===== config.mk =====
export PLATFORM = sky130hd
export DESIGN_NAME = mul_acc_dec
export DESIGN_NICKNAME = d
export VERILOG_FILES = /design/src/rtl/mul_acc_dec_pkg.sv /design/src/rtl/mul_acc_dec_col.sv /design/src/rtl/mul_acc_dec.sv
export SDC_FILE = /design/constraint.sdc
export NUM_CORES = 1
export LEC_CHECK = 0
export BUFFER_PORTS_ARGS = -buffer_cell sky130_fd_sc_hd__buf_2
export CAP_MARGIN = 20
export CORE_MARGIN = 3
export CORE_UTILIZATION = 55
export CTS_CLUSTER_SIZE = 8
export DETAILED_ROUTE_END_ITERATION = 10
export PLACE_DENSITY = 0.85
export SLEW_MARGIN = 30
export SYNTH_ARGS = -nofsm -noshare
export SYNTH_HDL_FRONTEND = slang
export SYNTH_SLANG_ARGS = --single-unit

===== constraint.sdc =====
create_clock -name i_clk -period 9.6 [get_ports i_clk]
set_clock_uncertainty 0.2 [all_clocks]
set_input_delay 1.92 -clock i_clk [delete_from_list [all_inputs] [get_ports i_clk]]
set_output_delay 1.92 -clock i_clk [all_outputs]
set_load 0.005 [all_outputs]

===== src/rtl/mul_acc_dec_pkg.sv =====
// mul_acc_dec_pkg: shared helpers and default coefficient half-bank for the polyphase decimator
package mul_acc_dec_pkg;
    localparam int c_default_taps = 27;
    localparam int c_default_cw   = 16;

    function automatic int cdiv(input int a, input int b);
        return (a + b - 1) / b;
    endfunction

    function automatic logic [c_default_taps*c_default_cw-1:0] default_coeff();
        logic [c_default_taps*c_default_cw-1:0] c;
        for (int i = 0; i < c_default_taps; i++) c[i*c_default_cw +: c_default_cw] = 16'((i + 1) * 1200);
        return c;
    endfunction

    localparam logic [c_default_taps*c_default_cw-1:0] c_default_coeff = default_coeff();
endpackage


===== src/rtl/mul_acc_dec_col.sv =====
// mul_acc_dec_col: one transposed-form column MAC; loads from the next column on r==0, accumulates otherwise
module mul_acc_dec_col #(
    parameter int iw = 8,
    parameter int cw = 16,
    parameter int ow = 27
) (
    input  logic          clk,
    input  logic          rst,
    input  logic          ena,
    input  logic          r_is_zero,
    input  logic [iw-1:0] x,
    input  logic [cw-1:0] coeff,
    input  logic [ow-1:0] acc_in,
    output logic [ow-1:0] acc
);
    logic signed [iw+cw-1:0] prod;
    assign prod = $signed(x) * $signed(coeff);
    always_ff @(posedge clk or posedge rst)
        if (rst) acc <= '0;
        else if (ena) acc <= (r_is_zero ? acc_in : acc) + ow'(prod);
endmodule


===== src/rtl/mul_acc_dec.sv =====
// mul_acc_dec: polyphase decimating FIR, transposed form with ceil(L/M) column MACs, full-precision output
module mul_acc_dec
    import mul_acc_dec_pkg::*;
#(
    parameter int gp_idata_width       = 8,
    parameter int gp_decimation_factor = 32,
    parameter int gp_coeff_length      = 53,
    parameter int gp_coeff_width       = 16,
    parameter int gp_odata_width       = gp_idata_width + gp_coeff_width + $clog2(gp_coeff_length),
    parameter logic [cdiv(gp_coeff_length, 2)*gp_coeff_width-1:0] gp_coeff = c_default_coeff
) (
    input  logic                                    i_clk,
    input  logic                                    i_rst,
    input  logic                                    i_ena,
    input  logic [gp_idata_width-1:0]               i_data,
    output logic [gp_odata_width-1:0]               o_data,
    output logic                                    o_valid,
    output logic [$clog2(gp_decimation_factor)-1:0] o_phase
);
    localparam int c_col        = cdiv(gp_coeff_length, gp_decimation_factor);
    localparam int c_half       = cdiv(gp_coeff_length, 2);
    localparam int c_prod_width = gp_idata_width + gp_coeff_width;
    localparam int pw           = $clog2(gp_decimation_factor);

    function automatic logic signed [gp_coeff_width-1:0] h_of(input int k);
        int i;
        i = k >= gp_coeff_length ? 0 : k < c_half ? k : gp_coeff_length - 1 - k;
        return k >= gp_coeff_length ? '0 : gp_coeff[i*gp_coeff_width +: gp_coeff_width];
    endfunction

    logic [pw-1:0]                r;
    logic [gp_odata_width-1:0]    acc [c_col+1];
    logic signed [c_prod_width-1:0] prod0;

    assign acc[c_col] = '0;
    assign o_phase    = r;
    assign prod0      = $signed(i_data) * h_of(0);

    // p = M-r; at r==0 this selects h[(j+1)*M], the tap that rides along with the shift
    for (genvar j = 0; j < c_col; j++) begin : g_col
        logic signed [gp_coeff_width-1:0] coeff;
        always_comb coeff = h_of(j * gp_decimation_factor + gp_decimation_factor - int'(r));
        mul_acc_dec_col #(
            .iw(gp_idata_width),
            .cw(gp_coeff_width),
            .ow(gp_odata_width)
        ) u_col (
            .clk      (i_clk),
            .rst      (i_rst),
            .ena      (i_ena),
            .r_is_zero(r == '0),
            .x        (i_data),
            .coeff    (coeff),
            .acc_in   (acc[j+1]),
            .acc      (acc[j])
        );
    end

    always_ff @(posedge i_clk or posedge i_rst)
        if (i_rst) begin
            r       <= '0;
            o_data  <= '0;
            o_valid <= 1'b0;
        end else begin
            o_valid <= i_ena && r == '0;
            if (i_ena) begin
                r <= r == pw'(gp_decimation_factor - 1) ? '0 : r + 1'b1;
                if (r == '0) o_data <= acc[0] + gp_odata_width'(prod0);
            end
        end
endmodule


==> flow_metrics.py <==
metrics = {
    "clock_tree": {
        "clock_latency_ns": 0.36,
        "ctsLongestPathBuffers": 2,
        "htreeDepth": 3,
        "cts_sinks": 96,
        "cts-root-buf": "clkbuf_16",
        "cts_hold_buffers": 0,
        "cts_tree": "yes",
        "cts_buffers": 9,
        "clk_pin_slew_ns": 0.08,
    },
    "critical_path": {
        "timing.rr.end": "g_col[0].u_col.acc[29]$_DFFE_PP0P_",
        "max_stage_delay_ns": 0.59,
        "rr_worst_depth": 40,
        "crit_required_ns": 9.65,
        "r2r-start": "o_phase[0]$_DFFE_PP0P_",
        "crit_type": "flip-flop to flip-flop",
        "cp-end-kind": "flip-flop",
        "reg2reg_setup_slack_ns": -0.11,
        "path_buf_inv": 4,
        "cp.arrival_ns": 9.75,
        "cp_slowest_cell": "or4_4",
        "crit_fanout": 8,
        "critical-path-top-delay-family": "compound AO/OA/AOI/OAI gates",
        "cp-start-kind": "flip-flop",
    },
    "detailed_routing": {
        "vias_per_cell": 6.04,
        "drt-pass1-iter-count": 5,
        "num_vias": 14700,
        "drt_iter0_drc": 1131,
        "routed_wl_mm": 43.3,
        "drtAntennaViolNets": 0,
        "drc_errors": 0,
        "wl_per_cell_um": 17.8,
    },
    "synthesis": {
        "yosys_most_used_dff": "dfrtp_1",
        "synth_edf_count": 0,
        "synth_warnings": 0,
        "ys_ff_latch": 96,
        "syn-cell-area_sq_um": 16100,
        "synth_cell_types": 96,
        "syn_area_per_cell_sq_um": 8.43,
        "synth_area_leaders": "fa_1, ha_1, dfrtp_1, inv_1, mux2_2",
        "synth_top_area_share_pct": 16.6,
        "synth_area_leader_cell": "fa_1",
        "synth-seq-area-share_pct": 14.9,
        "synth_nets": 2272,
        "synthCells": 1916,
        "async_reset_ff_share_pct": 100,
    },
    "grt": {
        "grt_pass1_vias": 14100,
        "grt-ovfl-total": 0,
        "grt_pass1_wl_mm": 67.5,
        "antenna_found_initial": 2,
        "grt_use_total_pct": 26.0,
        "grt_max_degree": 65,
    },
    "timing": {
        "final_max_slew_viol_count": 0,
        "finalCritPeriodShare_pct": 101,
        "setup_viol": 1,
        "worst_pin_slew_ns": 0.791,
        "holdWs_ns": 0.260,
        "setup_slack_ns": -0.106,
        "hold_violations": 0,
        "fmax_ghz": 0.103,
        "rsz0062_at_grt": "true",
        "slew_headroom_pct": 47.3,
        "min_period_ns": 9.71,
    },
    "hold_path": {
        "hold_depth": 2,
        "hold_path_startpoint": "g_col[1].u_col.acc[2]$_DFFE_PP0P_",
        "hold_path.class": "flip-flop to flip-flop",
    },
    "floorplan": {
        "die_w_um": 177,
        "fp.dieH_um": 177,
        "ioPinCount": 47,
        "die_area_sq_um": 31400,
        "start_util_pct": 56.1,
        "core_area_sq_um": 28800,
        "rows": 62,
    },
    "flow_run": {
        "max-cap-violations": 0,
    },
    "finish": {
        "fillerInstances": 2111,
        "final_core_util_pct": 64.1,
        "layout_common_cells": "inv_1, ha_1, nand2_1",
        "nets": 2395,
        "syn_to_final_growth_pct": 14.3,
        "layout_commonest_cell": "inv_1",
        "drive_gt1_share_pct": 18.5,
    },
    "placed_design": {
        "dp_hpwl_mm": 32.4,
        "gp_congestion": 0.949,
        "io_buffers": 46,
        "place_ws_ns": -0.0728,
    },
    "run_status": {
        "status": "complete, but fails checks",
        "violations": "negative setup slack",
    },
}
-- how the worst max path moves through the flow --
stage | slack (ns) | startpoint | endpoint | depth (start not counted)
finish | -0.11 | o_phase[0]$_DFFE_PP0P_ | g_col[0].u_col.acc[29]$_DFFE_PP0P_ | 40
detailed placement | -0.07 | o_phase[0]$_DFFE_PP0P_ | g_col[0].u_col.acc[29]$_DFFE_PP0P_ | 46
global route | -0.47 | o_phase[0]$_DFFE_PP0P_ | g_col[0].u_col.acc[29]$_DFFE_PP0P_ | 45
CTS | 0.001 | o_phase[0]$_DFFE_PP0P_ | g_col[1].u_col.acc[29]$_DFFE_PP0P_ | 41
global placement | 0.11 | o_phase[0]$_DFFE_PP0P_ | g_col[0].u_col.acc[29]$_DFFE_PP0P_ | 46
floorplan | 0.04 | o_phase[0]$_DFFE_PP0P_ | g_col[0].u_col.acc[29]$_DFFE_PP0P_ | 46
-- metrics by stage --
step                cell area, sq um  TNS (ns)  cells
finish                         18500    -0.106   2429
floorplan                      16300         0   1916
CTS                            17800         0   2394
global placement               17500         0   2377
detailed placement             17500   -0.0728   2377
global route                   18500     -1.03   2429
-- timing repair --
item / CTS / global route
setup endpoints to repair: 2 / 10
resized for setup: 12 / 73
cloned: 0 / 3
setup buffers: 1 / 31
pin swaps: 6 / 50
-- registers in the layout, indices dropped and copies added, names as in the netlist, named ones only --
| register | cells |
|---|---|
| g_col.u_col.acc | 56 |
| o_valid | 1 |
| o_phase | 5 |
| o_data | 30 |
-- Yosys cell counts, types with 7 or more instances --
cell,number
fa_1,134
dfrtp_1,96
o21ai_0,96
clkbuf_1,40
nand2b_1,20
a31oi_1,17
nor4_1,7
a21o_1,38
mux2_2,60
a21oi_1,115
nor2b_1,38
and3_1,9
or3_1,9
nand3_1,32
or2_2,10
inv_1,252
o211ai_1,13
o31ai_1,11
xnor2_1,75
ha_1,211
a211oi_1,13
o21bai_1,20
and2_1,59
buf_1,15
nand2_1,175
o21a_1,15
buf_2,9
nor2_1,108
nor3_1,69
xor2_1,27
-- logic make-up after synthesis --
group | synth area share (%)
AOI/OAI and AO/OA | 16.4
xor gates and xnor gates | 5.91
adders and majority gates | 33.2
buffers and inverters | 7.67
DFF | 14.9
muxes | 4.39
and+or+nand+nor | 17.6
-- cell type report --
cell class	count	area, sq um	area share [%]
diodes	1	2.50	0.0136
clock buffers	9	225	1.22
multi-input cells	1499	13000	70.3
flip-flops and latches	96	2410	13.0
inverters	254	977	5.29
well taps	384	480	2.60
clock inverters	7	86.3	0.468
repair buffers	179	1300	7.04
-- worst reg2reg max path, delay by kind of cell, from the launching register on --
kind            cells  cell delay, ns
buf+inv             4            0.47
simple gates        9            1.94
mux                 1            0.35
compound gates     18            3.41
flops               1            0.45
fa+ha+maj           6            2.37
xor+xnor            2            0.39
-- metal layers --
| layer | vias to the layer above | share of wire, % | track usage, % |
|---|---|---|---|
| li1 | 6793 | - | - |
| met1 | 7087 | 40 | 33.3 |
| met2 | 623 | 49 | 45.1 |
| met3 | 158 | 7.6 | 3.29 |
| met4 | 0 | 3.7 | 9.75 |
| met5 | - | 0 | 0 |
Power is left out: the tool's default activity adds up to more than one toggle a clock period on the data nets, which glitch-free logic cannot reach.
